--- src/rtl/sc_dot_product_ctrl_if.sv ---
// ---------------------------------------------------------------------------
// sc_dot_product_ctrl_if
// Bundles every non-clock, non-reset signal of the stochastic dot-product
// sequencer so the controller and its driver share one declaration.
//
// Parameters
//   WIDTH       operand bit width (also log2 of the result stream length)
//   DIMENSION   vector length
//
// Signals
//   start, abort            run control from the host
//   datas, weights          binary operand vectors, element d at [d*WIDTH +: WIDTH]
//   op_datas, op_weights    operands latched for the SNG bank
//   src_enable, src_restart control of the LFSRs and adder select counter
//   dp_valid, dp_result     incoming stochastic dot-product stream
//   busy, done, error       run status
//   ones_count, dot_product result of the last completed run
//
// Modports
//   slave  : the controller's view
//   master : the host / stream source view
// ---------------------------------------------------------------------------
interface sc_dot_product_ctrl_if #(
  parameter int WIDTH     = 8,
  parameter int DIMENSION = 4
);

  localparam int VEC_W = WIDTH * DIMENSION;
  localparam int DP_W  = 2 * WIDTH + 1 + $clog2(DIMENSION);

  logic             start;
  logic             abort;
  logic [VEC_W-1:0] datas;
  logic [VEC_W-1:0] weights;
  logic [VEC_W-1:0] op_datas;
  logic [VEC_W-1:0] op_weights;
  logic             src_enable;
  logic             src_restart;
  logic             dp_valid;
  logic             dp_result;
  logic             busy;
  logic             done;
  logic             error;
  logic [WIDTH:0]   ones_count;
  logic [DP_W-1:0]  dot_product;

  modport slave (
    input  start, abort, datas, weights, dp_valid, dp_result,
    output op_datas, op_weights, src_enable, src_restart,
           busy, done, error, ones_count, dot_product
  );

  modport master (
    output start, abort, datas, weights, dp_valid, dp_result,
    input  op_datas, op_weights, src_enable, src_restart,
           busy, done, error, ones_count, dot_product
  );

endinterface

--- src/rtl/sc_dot_product_ctrl.sv ---
// ---------------------------------------------------------------------------
// sc_dot_product_ctrl
// Sequencer for one stochastic dot-product evaluation. On an accepted start
// it latches the binary data/weight vectors for the SNG bank, restarts and
// enables the LFSRs and adder select counter, waits for the dot-product
// stream to become valid, counts the ones in STREAM_LEN valid result bits and
// reports the count together with the rescaled binary dot product.
//
// Parameters
//   WIDTH       operand bit width; stream length is 2**WIDTH
//   DIMENSION   vector length (power of two, >= 2)
//   STREAM_LEN  valid result bits sampled per run (equals 2**WIDTH)
//   VALID_TMO   cycles allowed in WAIT without dp_valid before error
//
// Ports
//   clk    clock
//   rst    synchronous active-high reset
//   bus    sc_dot_product_ctrl_if.slave:
//            start/abort in, datas/weights in, op_datas/op_weights out,
//            src_enable/src_restart out, dp_valid/dp_result in,
//            busy/done/error out, ones_count/dot_product out
//
// Run sequence: IDLE -> LOAD -> WAIT -> STREAM -> DONE -> IDLE.
// With no stalls, done rises 2 + W + STREAM_LEN cycles after start is
// sampled, W being the number of WAIT cycles without dp_valid.
// ---------------------------------------------------------------------------
module sc_dot_product_ctrl #(
  parameter int WIDTH      = 8,
  parameter int DIMENSION  = 4,
  parameter int STREAM_LEN = 256,
  parameter int VALID_TMO  = 16
) (
  input logic                  clk,
  input logic                  rst,
  sc_dot_product_ctrl_if.slave bus
);

  localparam int CNT_W  = WIDTH + 1;
  localparam int TMO_W  = $clog2(VALID_TMO + 1);
  localparam int ZERO_W = WIDTH + $clog2(DIMENSION);

  localparam logic [CNT_W-1:0] SAMPLE_LAST = CNT_W'(STREAM_LEN - 1);
  localparam logic [TMO_W-1:0] TMO_LAST    = TMO_W'(VALID_TMO - 1);

  typedef enum logic [2:0] {
    ST_IDLE,
    ST_LOAD,
    ST_WAIT,
    ST_STREAM,
    ST_DONE
  } state_t;

  state_t           state;
  logic [CNT_W-1:0] sample_cnt;
  logic [CNT_W-1:0] ones_cnt;
  logic [TMO_W-1:0] wait_cnt;

  // Single registered FSM. Every output is a register updated on the
  // transition into the state that owns it, so done/busy/src_* never glitch.
  // abort is only honoured in LOAD, WAIT and STREAM; in IDLE a simultaneous
  // start simply wins because abort is never looked at there.
  always_ff @(posedge clk) begin
    if (rst) begin
      state           <= ST_IDLE;
      sample_cnt      <= '0;
      ones_cnt        <= '0;
      wait_cnt        <= '0;
      bus.op_datas    <= '0;
      bus.op_weights  <= '0;
      bus.src_enable  <= 1'b0;
      bus.src_restart <= 1'b0;
      bus.busy        <= 1'b0;
      bus.done        <= 1'b0;
      bus.error       <= 1'b0;
      bus.ones_count  <= '0;
      bus.dot_product <= '0;
    end else begin
      bus.done <= 1'b0;

      case (state)
        ST_IDLE: begin
          if (bus.start) begin
            bus.op_datas    <= bus.datas;
            bus.op_weights  <= bus.weights;
            bus.error       <= 1'b0;
            bus.busy        <= 1'b1;
            bus.src_restart <= 1'b1;
            bus.src_enable  <= 1'b1;
            state           <= ST_LOAD;
          end
        end

        ST_LOAD: begin
          if (bus.abort) begin
            bus.busy        <= 1'b0;
            bus.src_enable  <= 1'b0;
            bus.src_restart <= 1'b0;
            state           <= ST_IDLE;
          end else begin
            bus.src_restart <= 1'b0;
            sample_cnt      <= '0;
            ones_cnt        <= '0;
            wait_cnt        <= '0;
            state           <= ST_WAIT;
          end
        end

        // The cycle in which dp_valid first rises already carries the first
        // stream bit, so it is counted here rather than in STREAM.
        ST_WAIT: begin
          if (bus.abort) begin
            bus.busy       <= 1'b0;
            bus.src_enable <= 1'b0;
            state          <= ST_IDLE;
          end else if (bus.dp_valid) begin
            sample_cnt <= sample_cnt + 1'b1;
            ones_cnt   <= ones_cnt + CNT_W'(bus.dp_result);
            state      <= ST_STREAM;
          end else if (wait_cnt == TMO_LAST) begin
            bus.error      <= 1'b1;
            bus.busy       <= 1'b0;
            bus.src_enable <= 1'b0;
            state          <= ST_IDLE;
          end else begin
            wait_cnt <= wait_cnt + 1'b1;
          end
        end

        // Stalls (dp_valid low) just hold the counters; there is no timeout
        // once the stream has started.
        ST_STREAM: begin
          if (bus.abort) begin
            bus.busy       <= 1'b0;
            bus.src_enable <= 1'b0;
            state          <= ST_IDLE;
          end else if (bus.dp_valid) begin
            sample_cnt <= sample_cnt + 1'b1;
            ones_cnt   <= ones_cnt + CNT_W'(bus.dp_result);
            if (sample_cnt == SAMPLE_LAST) begin
              bus.src_enable <= 1'b0;
              state          <= ST_DONE;
            end
          end
        end

        // Publish results. The dot product is the ones count scaled by
        // DIMENSION * 2**WIDTH, which is a pure left shift.
        ST_DONE: begin
          bus.ones_count  <= ones_cnt;
          bus.dot_product <= {ones_cnt, {ZERO_W{1'b0}}};
          bus.done        <= 1'b1;
          bus.busy        <= 1'b0;
          state           <= ST_IDLE;
        end

        default: begin
          bus.busy        <= 1'b0;
          bus.src_enable  <= 1'b0;
          bus.src_restart <= 1'b0;
          state           <= ST_IDLE;
        end
      endcase
    end
  end

endmodule

--- src/flat_wrapper.sv ---
// flat-port wrapper written by rule: the top's interface ports become plain ports
module sc_dot_product_ctrl_flat 
#(
  parameter int WIDTH      = 8,
  parameter int DIMENSION  = 4,
  parameter int STREAM_LEN = 256,
  parameter int VALID_TMO  = 16
)
  (clk, rst, bus_start, bus_abort, bus_datas, bus_weights, bus_dp_valid, bus_dp_result, bus_op_datas, bus_op_weights, bus_src_enable, bus_src_restart, bus_busy, bus_done, bus_error, bus_ones_count, bus_dot_product);
  sc_dot_product_ctrl_if #(.WIDTH(WIDTH), .DIMENSION(DIMENSION)) bus_i ();
  input logic clk;
  input logic rst;
  input wire logic [$bits(bus_i.start)-1:0] bus_start;
  input wire logic [$bits(bus_i.abort)-1:0] bus_abort;
  input wire logic [$bits(bus_i.datas)-1:0] bus_datas;
  input wire logic [$bits(bus_i.weights)-1:0] bus_weights;
  input wire logic [$bits(bus_i.dp_valid)-1:0] bus_dp_valid;
  input wire logic [$bits(bus_i.dp_result)-1:0] bus_dp_result;
  output wire logic [$bits(bus_i.op_datas)-1:0] bus_op_datas;
  output wire logic [$bits(bus_i.op_weights)-1:0] bus_op_weights;
  output wire logic [$bits(bus_i.src_enable)-1:0] bus_src_enable;
  output wire logic [$bits(bus_i.src_restart)-1:0] bus_src_restart;
  output wire logic [$bits(bus_i.busy)-1:0] bus_busy;
  output wire logic [$bits(bus_i.done)-1:0] bus_done;
  output wire logic [$bits(bus_i.error)-1:0] bus_error;
  output wire logic [$bits(bus_i.ones_count)-1:0] bus_ones_count;
  output wire logic [$bits(bus_i.dot_product)-1:0] bus_dot_product;
  assign bus_i.start = bus_start;
  assign bus_i.abort = bus_abort;
  assign bus_i.datas = bus_datas;
  assign bus_i.weights = bus_weights;
  assign bus_i.dp_valid = bus_dp_valid;
  assign bus_i.dp_result = bus_dp_result;
  assign bus_op_datas = bus_i.op_datas;
  assign bus_op_weights = bus_i.op_weights;
  assign bus_src_enable = bus_i.src_enable;
  assign bus_src_restart = bus_i.src_restart;
  assign bus_busy = bus_i.busy;
  assign bus_done = bus_i.done;
  assign bus_error = bus_i.error;
  assign bus_ones_count = bus_i.ones_count;
  assign bus_dot_product = bus_i.dot_product;
  sc_dot_product_ctrl #(.WIDTH(WIDTH), .DIMENSION(DIMENSION), .STREAM_LEN(STREAM_LEN), .VALID_TMO(VALID_TMO)) u_core (.clk(clk), .rst(rst), .bus(bus_i));
endmodule
--- config.mk ---
export PLATFORM = sky130hd
export DESIGN_NAME = sc_dot_product_ctrl_flat
export DESIGN_NICKNAME = d
export VERILOG_FILES = /design/src/rtl/sc_dot_product_ctrl_if.sv /design/src/rtl/sc_dot_product_ctrl.sv /design/src/flat_wrapper.sv
export SDC_FILE = /design/constraint.sdc
export NUM_CORES = 1
export LEC_CHECK = 0
export CAP_MARGIN = 20
export CORE_MARGIN = 2
export CORE_UTILIZATION = 35
export CTS_BUF_LIST = sky130_fd_sc_hd__clkbuf_4 sky130_fd_sc_hd__clkbuf_8
export CTS_CLUSTER_DIAMETER = 60
export DETAILED_ROUTE_END_ITERATION = 10
export PLACE_DENSITY = 0.75
export SKIP_LAST_GASP = 1
export SLEW_MARGIN = 20
export SYNTH_ARGS = -nofsm -noshare
export SYNTH_HDL_FRONTEND = slang
export SYNTH_SLANG_ARGS = --single-unit
--- constraint.sdc ---
create_clock -name clk -period 1.6 [get_ports clk]
set_input_delay 0.32 -clock clk [delete_from_list [all_inputs] [get_ports clk]]
set_output_delay 0.32 -clock clk [all_outputs]
set_load 0.03 [all_outputs]
# Word level (Yosys, flattened, before mapping)
# Cells that the tools add are included.
[word_totals]
output_inout_bits = 97
inputBits = 70
ff_bits = 104
elab_cells = 91
[classes]
n_bitwise = 2
n_reduce_logical = 15
muxes = 38
eq_ne = 21
addsub = 3
[ops]
columns = ["operator", "count"]
rows = [
  ["$mux W9", 5],
  ["$pmux W9 S2", 2],
  ["$mux W3", 7],
  ["$mux W5", 4],
  ["$ne A2 B2 Y1 const B", 7],
  ["$mux W1", 13],
  ["$pmux W3 S4", 1],
  ["$reduce_and A4 Y1", 3],
  ["$pmux W5 S2", 1],
  ["$reduce_and A5 Y1", 2],
  ["$add A9 B1 Y9", 1],
  ["$add A9 B1 Y9 const B", 1],
  ["$eq A9 B8 Y1 const B", 1],
  ["$reduce_and A7 Y1", 1],
  ["$eq A3 B2 Y1 const B", 2],
  ["$ne A2 B1 Y1 const B", 3],
  ["$ne A3 B2 Y1 const B", 2],
  ["$ne A3 B3 Y1 const B", 2],
  ["$reduce_bool A2 Y1", 3],
  ["$add A5 B1 Y5 const B", 1],
  ["$eq A5 B4 Y1 const B", 1],
  ["$pmux W1 S5", 1],
  ["$ne A4 B3 Y1 const B", 1],
  ["$pmux W1 S2", 2],
  ["9 further kinds", 12],
]

# Longest topological paths before layout
[depth]
depth_word = 5
mapped_depth = 9

# Worst setup path before layout
# OpenSTA, ideal clock, no wires.
[synth_path]
kind = "register -> register"
from = "register u_core.wait_cnt[0]"
to = "register u_core.wait_cnt[4]"
synth_period_minus_slack_ps = 1682
stages_incl_launch_ff = 8
path_buffers = 0
arrival_time_ps = 1611
setup_time_ps = 70
path_slack_ps = -82
path_cell_list = "dfxtp_1 ha_1 and3_1 ha_1 nor4b_1 o21a_1 nand4b_1 a21oi_1"
[synth_via]
elab_chain_cells = 5
elab_cells_between_ends = 8
cone_classes = "1 x add/sub; 2 x eq/ne; 4 x mux; 1 x reduce/logical"
[synth_rtl]
columns = ["item", "line", "text"]
rows = [
  ["from (decl)", "sc_dot_product_ctrl.sv:56", "logic [TMO_W-1:0] wait_cnt;"],
  ["from (signal assigned)", "sc_dot_product_ctrl.sv:125", "wait_cnt <= wait_cnt + 1'b1;"],
  ["$add A5 B1 Y5", "sc_dot_product_ctrl.sv:125", ""],
  ["$mux W5", "sc_dot_product_ctrl.sv:119", "end else if (wait_cnt == TMO_LAST) begin"],
  ["$mux W5", "sc_dot_product_ctrl.sv:115", "end else if (bus.dp_valid) begin"],
  ["$mux W5", "sc_dot_product_ctrl.sv:111", "if (bus.abort) begin"],
  ["$pmux W5 S2", "sc_dot_product_ctrl.sv:80", "case (state)"],
]
# Several ways; a longest one is shown, not always the timed one. The select of a mux whose other input is x is not followed.
# A chain may end at the register's enable or synchronous reset.

# Final worst setup path
[layout_path]
from = "register u_core.wait_cnt[1]"
to = "register u_core.wait_cnt[4]"
# Same word-level chain as after synthesis.

==> flow_summary.ini <==
[drt]
firstDrtPassIters = 5
antenna_left = 0
wl_per_cell_um = 14.7
met3_layer_wire_length_in_the_routed_design_um = 750
maxUsedRoutingLayer = met4
drt-initial-drc-count = 213
dr_wl_met2_mm = 6.27
postRouteWirelength_mm = 12.6
post-route-drc-count = 0
met1Wirelength_mm = 5.27
vias = 4240
viasPerCell = 4.94

[die]
area_of_the_die_um2 = 13000
core_area_um2 = 11900
std_cell_rows = 40
starting_density_of_the_core_pct = 35.7
die_width_um = 114
chipHeight_um = 114
io_pins = 167

[placement]
placement.io_buffers = 156
dpl_cell_area_um2 = 6140
post-place-ws_ns = -0.393
dp.final_hpwl_mm = 8.26
routability_congestion_estimate_from_global_placement = 0.884

[yosys]
synth_seq_area_share_pct = 49.0
synth_area_leader_cell = sky130_fd_sc_hd__dfxtp_1
yosysMostFrequentCell = sky130_fd_sc_hd__nand2_1
synth-seq-cells = 104
post_synth_instance_area_um2 = 4250
asyncSetResetFlopFracSynth_pct = 0
netlist.area_leader.share_pct = 49.0
syn_inst = 519
count_of_different_cell_masters_after_synthesis = 48
synthesis.area_per_instance_um2 = 8.19
synth.yosys.warnings = 0
synthFlopType = sky130_fd_sc_hd__dfxtp_1
synth_edf_count = 0
synth.area.top_cells = sky130_fd_sc_hd__dfxtp_1 (49%), sky130_fd_sc_hd__nand2_1 (14%), sky130_fd_sc_hd__a21oi_1 (10%)
synthTopCellsByCount = sky130_fd_sc_hd__nand2_1 (161), sky130_fd_sc_hd__dfxtp_1 (104), sky130_fd_sc_hd__a21oi_1 (89), sky130_fd_sc_hd__buf_4 (26), sky130_fd_sc_hd__nor2_1 (18)

[min_path]
min-delay-path-class = input port to register

[sta]
maxSlewViolCount = 0
setup_total_negative_slack_ns = -0.0621
timing.fmax_ghz = 0.614
final.setup.worst_slack_ns = -0.0275
setup_viol = 5
skew_ns = 0.0170
layout_min_cycle_time_ns = 1.63
timing.max_slew.rel_slack_pct = 66.7
worst_pin_slew_ns = 0.489
post-route-period-util_pct = 102
grt_setup_unrepaired = yes
timing.hold.ws_ns = 0.360
final_hold_viol_count = 0

[layout]
area_of_all_placed_cells_without_fillers_um2 = 6690
fillCellCount = 1094
nNetsFinal = 785
multi_input_comb_area_um2 = 2060
final_layout_size_suffix_gt1_share_pct = 17.4
ff_latch_area_um2 = 2090
final_core_utilization_pct = 56.2
antennaDiodeCount = 0
area_growth_pct = 57.5

[critical_path]
critical_path_peak_fanout = 7
cp-start-kind = register
slowest_stage = sky130_fd_sc_hd__dfxtp_2
cp_top_family = simple AND/OR/NAND/NOR gates
cpMostUsedCell = sky130_fd_sc_hd__ha_4
path_class = register to register
cp.buffers_inverters = 0
timing.critical_path.arrival_ns = 1.94
crit_required_ns = 1.91
crit_path_capture_type = register
crit_path_max_cell_delay_ns = 0.35
worstPathCellList = ha_4 > and3_4 > ha_4 > nor4b_4 > o21a_2 > nand4b_1 > a21oi_2

[run]
max_cap_viol_count = 0

[grt]
grt_first_pass_wirelength_mm = 18.4
first_global_vias = 3964
grt_max_degree = 93
globalRouteTotalUtil_pct = 17.5
grt_antenna_before_repair = 0
global_route.overflow_total = 0

[clock_network]
hold_buf_cts = 0
tritoncts = yes
cts.htree.levels = 3
root_buffer = sky130_fd_sc_hd__clkbuf_8
cts-buffers-inserted = 9
cts.reportedPaths.clkPinSlew_ns = 0.10
cts.path.max_buffers = 2
clock_sink_count = 104
clk_latency_ns = 0.37

[run_status]
violations = setup timing
outcome = finished with violations

[power]
switching_share_pct = 27.3
p_leak_nw = 2.87
pwr-share-comb_pct = 19.3
switching_power_mw = 1.54
clock_power_share_pct = 32.0
vdd.ir_drop.worst_mv = 0.386
internal_power_mw = 4.09
p_per_area_nw_per_um2 = 842
sequentialPowerShare_pct = 48.7
[timing repair]
action,4_1_cts,5_1_grt
cloned,0,7
pin swaps,8,13
endpoints found under the setup margin,105,85
buffers inserted,3,8
hold endpoints to repair,0,0
resized for setup,105,31
[worst paths after layout]
check | slack [ns] | cells past startpoint | to | from
worst min-delay path | 0.36 | 4 | u_core.ones_cnt[7] | rst
worst max register to register | -0.03 | 7 | u_core.wait_cnt[4] | u_core.wait_cnt[1]
worst max-delay path | -0.03 | 7 | u_core.wait_cnt[4] | u_core.wait_cnt[1]
worst min register to register | 0.46 | 2 | u_core.bus.op_datas[7] | u_core.bus.op_datas[7]
[worst register-to-register path, stage by stage (launching register included)]
cell,delay (ns)
sky130_fd_sc_hd__dfxtp_2,0.35
sky130_fd_sc_hd__ha_4,0.16
sky130_fd_sc_hd__and3_4,0.18
sky130_fd_sc_hd__ha_4,0.18
sky130_fd_sc_hd__nor4b_4,0.20
sky130_fd_sc_hd__o21a_2,0.22
sky130_fd_sc_hd__nand4b_1,0.13
sky130_fd_sc_hd__a21oi_2,0.15
[per-stage QoR]
step / power [mW] / cells
5_1_grt: 5.86 / 859
6_report: 5.63 / 859
4_1_cts: 5.57 / 844
3_5_place_dp: 3.86 / 827
3_3_place_gp: 3.84 / 827
2_1_floorplan: 3.36 / 528
[metal layers]
layer  up-vias  track usage, %
met5         -               0
li1       2085               -
met3        28            4.08
met2       145            30.9
met4         0            8.21
met1      1982            19.9
[placed cells by master, fill, tap and decap left out, types with 3 or more instances in the layout]
cell type and n:
sky130_fd_sc_hd__nand4_1 4, sky130_fd_sc_hd__nor3_1 3, sky130_fd_sc_hd__clkdlybuf4s50_1 67, sky130_fd_sc_hd__o21ai_0 3, sky130_fd_sc_hd__a21oi_1 85, sky130_fd_sc_hd__nor2_4 3
sky130_fd_sc_hd__a311oi_1 4, sky130_fd_sc_hd__inv_1 7, sky130_fd_sc_hd__clkbuf_16 4, sky130_fd_sc_hd__dfxtp_2 4, sky130_fd_sc_hd__nor2_1 16, sky130_fd_sc_hd__dlygate4sd2_1 87
sky130_fd_sc_hd__conb_1 10, sky130_fd_sc_hd__nand3_1 8, sky130_fd_sc_hd__nand2b_1 6, sky130_fd_sc_hd__a21oi_2 4, sky130_fd_sc_hd__clkbuf_8 10, sky130_fd_sc_hd__dfxtp_1 98
sky130_fd_sc_hd__ha_4 5, sky130_fd_sc_hd__buf_12 6, sky130_fd_sc_hd__nand2_2 5, sky130_fd_sc_hd__xnor2_1 5, sky130_fd_sc_hd__buf_6 6, sky130_fd_sc_hd__nor2b_1 3
sky130_fd_sc_hd__buf_4 46, sky130_fd_sc_hd__nand2_1 154
[power groups by stage]
stage	clock, mW	sequential (mW)	combinational (mW)
6_report	1.80	2.74	1.09
5_1_grt	1.94	2.76	1.16
4_1_cts	1.84	2.75	0.981
3_5_place_dp	0	2.81	1.05
3_3_place_gp	0	2.81	1.03
2_1_floorplan	0	3.02	0.344
[sequential cells by signal, indices dropped and copies added (netlist names)]
| name | count |
|---|---|
| u_core.wait_cnt | 5 |
| u_core.bus.src_restart | 1 |
| u_core.ones_cnt | 9 |
| u_core.sample_cnt | 9 |
| u_core.bus.busy | 1 |
| u_core.bus.error | 1 |
| u_core.bus.ones_count | 9 |
| u_core.state | 3 |
| u_core.bus.op_datas | 32 |
| u_core.bus.done | 1 |
| u_core.bus.src_enable | 1 |
| u_core.bus.op_weights | 32 |
[area by class of cell]
class                      count  share of cell area, %
clock inverter                 3                   1.01
inverter                       7                  0.393
tap                          147                   2.75
multi-input combinational    368                   30.8
timing repair buffer         219                   31.5
clock buffer                  11                   2.17
sequential                   104                   31.3
[cell families after synthesis]
group / after synthesis / share of synthesized area (%)
muxes: 2 / 0.589
adders and majority gates: 6 / 1.77
other: 1 / 0.0883
xor gates and xnor gates: 7 / 1.44
AOI/OAI and AO/OA: 109 / 14.1
buffers and inverters: 56 / 7.89
DFF: 104 / 49.0
and+or+nand+nor: 234 / 25.1
(Power assumes the default switching activity.)
